===== config.mk =====
export PLATFORM = sky130hd
export DESIGN_NAME = fact_sched
export DESIGN_NICKNAME = d
export VERILOG_FILES = /design/src/rtl/fact_pkg.sv /design/src/rtl/fact_sched_rr_arbiter.sv /design/src/rtl/fact_sched.sv
export SDC_FILE = /design/constraint.sdc
export NUM_CORES = 1
export LEC_CHECK = 0
export ABC_AREA = 1
export CORE_ASPECT_RATIO = 1.25
export CORE_UTILIZATION = 60
export CTS_BUF_LIST = sky130_fd_sc_hd__clkbuf_2 sky130_fd_sc_hd__clkbuf_4 sky130_fd_sc_hd__clkbuf_8
export DETAILED_ROUTE_END_ITERATION = 6
export PLACE_DENSITY = 0.87
export SYNTH_ARGS = -nofsm -noshare
export SYNTH_HDL_FRONTEND = slang
export SYNTH_SLANG_ARGS = --single-unit

===== constraint.sdc =====
create_clock -name clk -period 5 [get_ports clk]
set_input_delay 1.5 -clock clk [delete_from_list [all_inputs] [get_ports clk]]
set_output_delay 1.5 -clock clk [all_outputs]
set_load 0.05 [all_outputs]

===== src/rtl/fact_pkg.sv =====
// Shared types and default widths for the time-shared factorial scheduler.
package fact_pkg;

  typedef enum logic [1:0] {
    IDLE = 2'd0,
    CALC = 2'd1,
    DONE = 2'd2
  } state_e;

  localparam int unsigned DEF_NREQ = 4;
  localparam int unsigned DEF_NW   = 4;
  localparam int unsigned DEF_RW   = 32;
  localparam int unsigned DEF_IDW  = 2;

  // Largest n whose factorial still fits in 32 bits.
  localparam int unsigned MAX_NOOVF_N = 12;

endpackage


===== src/rtl/fact_sched_rr_arbiter.sv =====
// Combinational round-robin arbiter: first set request at or above the pointer, with wrap.
module rr_arbiter #(
  parameter int unsigned NREQ = 4,
  parameter int unsigned IDW  = 2
) (
  input  logic [NREQ-1:0] req_i,
  input  logic [IDW-1:0]  ptr_i,
  output logic [NREQ-1:0] gnt_o,
  output logic [IDW-1:0]  idx_o,
  output logic            vld_o
);

  always_comb begin : search
    logic        found;
    int unsigned pos;
    gnt_o = '0;
    idx_o = '0;
    found = 1'b0;
    pos   = 0;
    for (int unsigned off = 0; off < NREQ; off++) begin
      pos = (32'(ptr_i) + off) % NREQ;
      if (!found && req_i[pos]) begin
        found      = 1'b1;
        gnt_o[pos] = 1'b1;
        idx_o      = IDW'(pos);
      end
    end
  end

  assign vld_o = |req_i;

endmodule


===== src/rtl/fact_sched.sv =====
// Round-robin scheduler sharing one iterative factorial engine among NREQ requesters.
module fact_sched
  import fact_pkg::*;
#(
  parameter int unsigned NREQ = DEF_NREQ,
  parameter int unsigned NW   = DEF_NW,
  parameter int unsigned RW   = DEF_RW,
  parameter int unsigned IDW  = DEF_IDW
) (
  input  logic                 clk,
  input  logic                 reset,
  input  logic [NREQ-1:0]      req,
  input  logic [NREQ*NW-1:0]   opa,
  output logic [NREQ-1:0]      gnt,
  output logic                 busy,
  output logic                 done,
  output logic [IDW-1:0]       done_id,
  output logic [RW-1:0]        result,
  output logic                 ovf
);

  state_e          state_q, state_d;
  logic [IDW-1:0]  ptr_q, ptr_d;
  logic [NW-1:0]   n_q, n_d;
  logic [IDW-1:0]  id_q, id_d;
  logic [RW-1:0]   acc_q, acc_d;
  logic [NW:0]     cnt_q, cnt_d;
  logic            ovfr_q, ovfr_d;

  logic            busy_q, done_q, ovf_q;
  logic [IDW-1:0]  did_q;
  logic [RW-1:0]   res_q;

  logic [NREQ-1:0] arb_gnt;
  logic [IDW-1:0]  arb_idx;
  logic            arb_vld;
  logic            accept;
  logic [NW-1:0]   win_opa;
  logic [2*RW-1:0] prod;

  rr_arbiter #(
    .NREQ (NREQ),
    .IDW  (IDW)
  ) u_arb (
    .req_i (req),
    .ptr_i (ptr_q),
    .gnt_o (arb_gnt),
    .idx_o (arb_idx),
    .vld_o (arb_vld)
  );

  // Reset gates the accept so no grant is visible while reset is held.
  assign accept  = (state_q == IDLE) && arb_vld && reset;
  assign gnt     = accept ? arb_gnt : '0;
  assign win_opa = opa[arb_idx*NW +: NW];
  assign prod    = {{RW{1'b0}}, acc_q} * {{(2*RW-NW-1){1'b0}}, cnt_q};

  always_comb begin
    state_d = state_q;
    ptr_d   = ptr_q;
    n_d     = n_q;
    id_d    = id_q;
    acc_d   = acc_q;
    cnt_d   = cnt_q;
    ovfr_d  = ovfr_q;
    case (state_q)
      IDLE: begin
        if (accept) begin
          n_d     = win_opa;
          id_d    = arb_idx;
          acc_d   = RW'(1);
          cnt_d   = (NW+1)'(2);
          ovfr_d  = 1'b0;
          ptr_d   = (arb_idx == IDW'(NREQ-1)) ? '0 : arb_idx + 1'b1;
          state_d = (win_opa >= NW'(2)) ? CALC : DONE;
        end
      end
      CALC: begin
        acc_d  = prod[RW-1:0];
        ovfr_d = ovfr_q | (|prod[2*RW-1:RW]);
        if (cnt_q == {1'b0, n_q}) state_d = DONE;
        else                      cnt_d   = cnt_q + 1'b1;
      end
      DONE:    state_d = IDLE;
      default: state_d = IDLE;
    endcase
  end

  always_ff @(posedge clk or negedge reset) begin
    if (!reset) begin
      state_q <= IDLE;
      ptr_q   <= '0;
      n_q     <= '0;
      id_q    <= '0;
      acc_q   <= '0;
      cnt_q   <= '0;
      ovfr_q  <= 1'b0;
    end else begin
      state_q <= state_d;
      ptr_q   <= ptr_d;
      n_q     <= n_d;
      id_q    <= id_d;
      acc_q   <= acc_d;
      cnt_q   <= cnt_d;
      ovfr_q  <= ovfr_d;
    end
  end

  // Outputs are registered off the next state so done/result line up with the DONE cycle.
  always_ff @(posedge clk or negedge reset) begin
    if (!reset) begin
      busy_q <= 1'b0;
      done_q <= 1'b0;
      did_q  <= '0;
      res_q  <= '0;
      ovf_q  <= 1'b0;
    end else begin
      busy_q <= (state_d != IDLE);
      done_q <= (state_d == DONE);
      if (state_d == DONE) begin
        res_q <= acc_d;
        did_q <= id_d;
        ovf_q <= ovfr_d;
      end
    end
  end

  assign busy    = busy_q;
  assign done    = done_q;
  assign done_id = did_q;
  assign result  = res_q;
  assign ovf     = ovf_q;

endmodule


==> flow_results.xml <==
<?xml version="1.0" encoding="UTF-8"?>
<metrics>
  <group name="status">
    <metric name="outcome" unit="">finished, final reports clean</metric>
  </group>
  <group name="flow_run">
    <metric name="max-cap-violations" unit="">0</metric>
  </group>
  <group name="floorplan">
    <metric name="dieArea" unit="mm2">0.0165</metric>
    <metric name="design.core.area" unit="mm2">0.0156</metric>
    <metric name="chipHeight" unit="um">143</metric>
    <metric name="initial_utilization" unit="">0.614</metric>
    <metric name="placement_rows" unit="">51</metric>
    <metric name="io-pin-count" unit="">63</metric>
    <metric name="floorplan.die.width" unit="um">115</metric>
  </group>
  <group name="route">
    <metric name="avgRoutedWirePerCell" unit="um">14.7</metric>
    <metric name="totalWireLength" unit="um">24600</metric>
    <metric name="via_per_inst" unit="">5.35</metric>
    <metric name="wl_met2" unit="um">12200</metric>
    <metric name="num_vias" unit="">8971</metric>
    <metric name="detailroute.wirelength.met3" unit="um">1620</metric>
    <metric name="post-route-drc-count" unit="">0</metric>
    <metric name="top_signal_layer_used" unit="">met4</metric>
    <metric name="detail_route.first_pass.iterations" unit="">5</metric>
    <metric name="drt-initial-drc-count" unit="">576</metric>
    <metric name="route.layer.met1.wl" unit="um">9900</metric>
    <metric name="drt.antenna.violating_nets" unit="">0</metric>
  </group>
  <group name="synthesis">
    <metric name="postSynthNetCount" unit="">1571</metric>
    <metric name="synth_seq_area_share" unit="">0.222</metric>
    <metric name="synth_compound_area_frac" unit="">0.0769</metric>
    <metric name="synth_simple_gate_area_frac" unit="">0.290</metric>
    <metric name="synthesis.area" unit="mm2">0.00957</metric>
    <metric name="synthDominantCellAreaShare" unit="">0.222</metric>
    <metric name="post_synth_num_cell_types" unit="">40</metric>
    <metric name="async_reset_ff_frac" unit="">1.00</metric>
    <metric name="synth.largest_area_cell" unit="">sky130_fd_sc_hd__dfrtp_1</metric>
    <metric name="synth-edff-count" unit="">0</metric>
    <metric name="ys_top_cells_by_count" unit="">sky130_fd_sc_hd__nand2_1, sky130_fd_sc_hd__inv_1, sky130_fd_sc_hd__fa_1, sky130_fd_sc_hd__nand3_1, sky130_fd_sc_hd__dfrtp_1</metric>
    <metric name="synth-xor-area-share" unit="">0.00549</metric>
    <metric name="synth.avg_cell_area" unit="um2">6.81</metric>
    <metric name="yosys.cell_count.top_type" unit="">sky130_fd_sc_hd__nand2_1</metric>
    <metric name="instance_count_of_the_mapped_netlist" unit="">1405</metric>
    <metric name="synth_top_family_by_area" unit="">simple AND/OR/NAND/NOR gates</metric>
    <metric name="yosysWarningCount" unit="">0</metric>
    <metric name="synthTopCellsByArea" unit="">sky130_fd_sc_hd__dfrtp_1, sky130_fd_sc_hd__nand2_1, sky130_fd_sc_hd__fa_1, sky130_fd_sc_hd__inv_1, sky130_fd_sc_hd__ha_1</metric>
    <metric name="ys.flop_type" unit="">sky130_fd_sc_hd__dfrtp_1</metric>
    <metric name="synth.ff_latch_count" unit="">85</metric>
    <metric name="yosys-mux-area-fraction" unit="">0</metric>
    <metric name="adder_and_majority_gate_portion_of_the_synthesized_area" unit="">0.259</metric>
  </group>
  <group name="worst_setup_path">
    <metric name="worstPathMaxFanout" unit="">7</metric>
    <metric name="critical_path.max_stage_delay" unit="ns">0.43</metric>
    <metric name="worstReg2RegStart" unit="">cnt_q[4]</metric>
    <metric name="critical_path_class" unit="">in -&gt; out</metric>
    <metric name="critPathArrivalTime" unit="ns">3.32</metric>
    <metric name="crit_path_cell_trace" unit="">clkdlybuf4s50_1 &gt; inv_1 &gt; nand2_1 &gt; nand3_1 &gt; nand2_4 &gt; nor2_8 &gt; nand2_1 &gt; inv_1 &gt; nand2_1 &gt; a31o_2 &gt; inv_1 &gt; buf_12</metric>
    <metric name="cpLargestDelayFamily" unit="">buffers and inverters</metric>
    <metric name="worst_setup_path_startpoint" unit="">req[1]</metric>
    <metric name="cp_num_cells" unit="">12</metric>
    <metric name="worst_r2r_path_depth" unit="">20</metric>
    <metric name="critPathBufInv" unit="">5</metric>
    <metric name="critPathLaunchType" unit="">input port</metric>
    <metric name="end_kind" unit="">output pin</metric>
    <metric name="worst_ep_required_time" unit="ns">3.50</metric>
    <metric name="slowest_stage" unit="">sky130_fd_sc_hd__clkdlybuf4s50_1</metric>
  </group>
  <group name="place">
    <metric name="place_worst_setup_slack" unit="ns">0.200</metric>
    <metric name="buffers_added_on_ports" unit="">62</metric>
    <metric name="place.detailed.hpwl" unit="um">19200</metric>
    <metric name="instance_area_after_placement" unit="mm2">0.0105</metric>
    <metric name="place.detailed.instances" unit="">1662</metric>
    <metric name="place.gp.congestion" unit="">0.975</metric>
  </group>
  <group name="clocking">
    <metric name="tritoncts" unit="">done</metric>
    <metric name="post_cts_hold_buffer_count" unit="">0</metric>
    <metric name="cts_buffers" unit="">9</metric>
    <metric name="cts.root.buffer_cell" unit="">sky130_fd_sc_hd__clkbuf_8</metric>
    <metric name="max-clock-path-buffers" unit="">2</metric>
    <metric name="clock-sinks" unit="">85</metric>
    <metric name="cts.clk_slew.worst_paths" unit="ns">0.10</metric>
    <metric name="cts-htree-levels" unit="">3</metric>
    <metric name="clk_latency" unit="ns">0.41</metric>
  </group>
  <group name="worst_hold_path">
    <metric name="hp-class" unit="">reg -&gt; reg</metric>
    <metric name="hold_path_startpoint" unit="">ovfr_q</metric>
    <metric name="hold_depth" unit="">2</metric>
  </group>
  <group name="final_layout">
    <metric name="final_design_area_no_fill" unit="mm2">0.0107</metric>
    <metric name="final_cells" unit="">1678</metric>
    <metric name="finish.utilization" unit="">0.685</metric>
    <metric name="final_nets" unit="">1627</metric>
    <metric name="final_layout_size_suffix_gt1_frac" unit="">0.0457</metric>
    <metric name="diodes" unit="">0</metric>
    <metric name="area_growth" unit="%">11.5</metric>
  </group>
  <group name="power">
    <metric name="leakage" unit="nW">6.68</metric>
    <metric name="cellPowerDensity" unit="mW/mm2">465</metric>
    <metric name="irDropWorstVdd" unit="uV">480</metric>
  </group>
  <group name="timing">
    <metric name="rsz_0062_raised_after_global_routing" unit="">no</metric>
    <metric name="drv_slew" unit="">0</metric>
    <metric name="finalHoldViolCount" unit="">0</metric>
    <metric name="tcrit_tclk_final" unit="">0.965</metric>
    <metric name="fin_setup_tns" unit="ns">0</metric>
    <metric name="setup_viol" unit="">0</metric>
    <metric name="clock.fmax" unit="GHz">0.207</metric>
    <metric name="fin_ws" unit="ns">0.176</metric>
    <metric name="slew_headroom" unit="">0.389</metric>
    <metric name="worst_max_slew_pin_slew" unit="ns">0.915</metric>
    <metric name="skew" unit="ns">0.0260</metric>
    <metric name="timing.final.crit_period" unit="ns">4.82</metric>
  </group>
  <group name="grt">
    <metric name="gr-usage-all-layers" unit="">0.325</metric>
    <metric name="antenna_found_initial" unit="">0</metric>
    <metric name="first_global_vias" unit="">8899</metric>
    <metric name="grt_first_pass_wirelength" unit="um">41500</metric>
    <metric name="maximum_number_of_pins_on_one_net_before_global_route_repair" unit="">46</metric>
    <metric name="grt.overflow.total" unit="">0</metric>
  </group>
</metrics>
## timing repair
action	4_1_cts	5_1_grt
buffers inserted	0	0
setup endpoints to repair	0	10
gates resized for setup	0	2
## state kept, by name, indices dropped and copies added, names as in the netlist, named ones only
register and cells:
ptr_q 1, result 32, id_q 2, ovfr_q 1, done 1, ovf 1
state_q 2, busy 1, done_id 2, cnt_q 5, n_q 4, acc_q 32
## path summary, 6_finish.rpt
check	to	slack, ns
worst max-delay path	gnt[2]	0.18
worst min-delay path	ovfr_q	0.50
worst max register to register	result[31]	0.35
worst min register to register	ovfr_q	0.50
max in group asynchronous	acc_q[26]	2.71
min in group asynchronous	result[0]	1.26
## area by class of cell
class	instances	area, um2
clock buffer	10	138
clock inverter	6	53.8
fill	1371	4900
inverter	329	1230
multi-input combinational	954	6040
sequential	85	2130
tap	212	265
timing repair buffer	82	808
## cell families (layout without fill, tap and decap cells)
family                     Yosys count  in the layout
AOI/OAI and AO/OA                  132            132
and+or+nand+nor                    672            672
DFF                                 85             85
adders and majority gates          144            144
xor gates and xnor gates             6              6
buffers and inverters              366            427
## worst min-delay path, delay by kind of cell, from the launching register on
kind          cells  cell delay, ns
simple gates      2            0.13
flops             1            0.33
## through the flow
step	power, mW	hold slack [ns]
2_1_floorplan	3.44	0.445
3_5_place_dp	4.40	0.475
6_report	4.96	0.496
3_3_place_gp	4.30	0.474
5_1_grt	5.34	0.541
4_1_cts	4.92	0.498
## cell usage in the layout, fill, tap and decap left out, types with 2 or more instances in the layout
master / n
sky130_fd_sc_hd__o21ai_0: 52
sky130_fd_sc_hd__a22oi_1: 4
sky130_fd_sc_hd__inv_2: 3
sky130_fd_sc_hd__nand3_1: 86
sky130_fd_sc_hd__nand4_1: 6
sky130_fd_sc_hd__a211oi_1: 2
sky130_fd_sc_hd__or2_2: 3
sky130_fd_sc_hd__a21o_1: 3
sky130_fd_sc_hd__ha_1: 54
sky130_fd_sc_hd__nand2_2: 7
sky130_fd_sc_hd__nor3_1: 7
sky130_fd_sc_hd__xnor2_1: 3
sky130_fd_sc_hd__clkdlybuf4s50_1: 57
sky130_fd_sc_hd__and2_1: 2
sky130_fd_sc_hd__nand3b_1: 4
sky130_fd_sc_hd__a22o_1: 3
sky130_fd_sc_hd__a31o_2: 2
sky130_fd_sc_hd__buf_4: 21
sky130_fd_sc_hd__nor2_1: 65
sky130_fd_sc_hd__o22ai_1: 2
sky130_fd_sc_hd__clkinv_4: 2
sky130_fd_sc_hd__inv_6: 2
sky130_fd_sc_hd__o21bai_1: 7
sky130_fd_sc_hd__dfrtp_2: 2
sky130_fd_sc_hd__dfrtp_1: 83
sky130_fd_sc_hd__buf_12: 4
sky130_fd_sc_hd__xor2_1: 3
sky130_fd_sc_hd__fa_1: 90
sky130_fd_sc_hd__nand3_2: 2
sky130_fd_sc_hd__nand2_4: 3
sky130_fd_sc_hd__nand2_1: 483
sky130_fd_sc_hd__a31oi_1: 2
sky130_fd_sc_hd__a21oi_1: 52
sky130_fd_sc_hd__clkbuf_8: 10
sky130_fd_sc_hd__inv_1: 325
## report_power, final
group / total (mW) / internal, mW / switching [mW]
Sequential: 1.19 / 0.913 / 0.277
Clock: 0.521 / 0.203 / 0.318
Combinational: 3.24 / 1.05 / 2.19
## layer usage
metal,vias up,track usage
met5,-,0
met4,0,0.141
met3,73,0.0594
met2,345,0.556
met1,4233,0.399
li1,4320,-
Power figures use the tool's default switching activity.
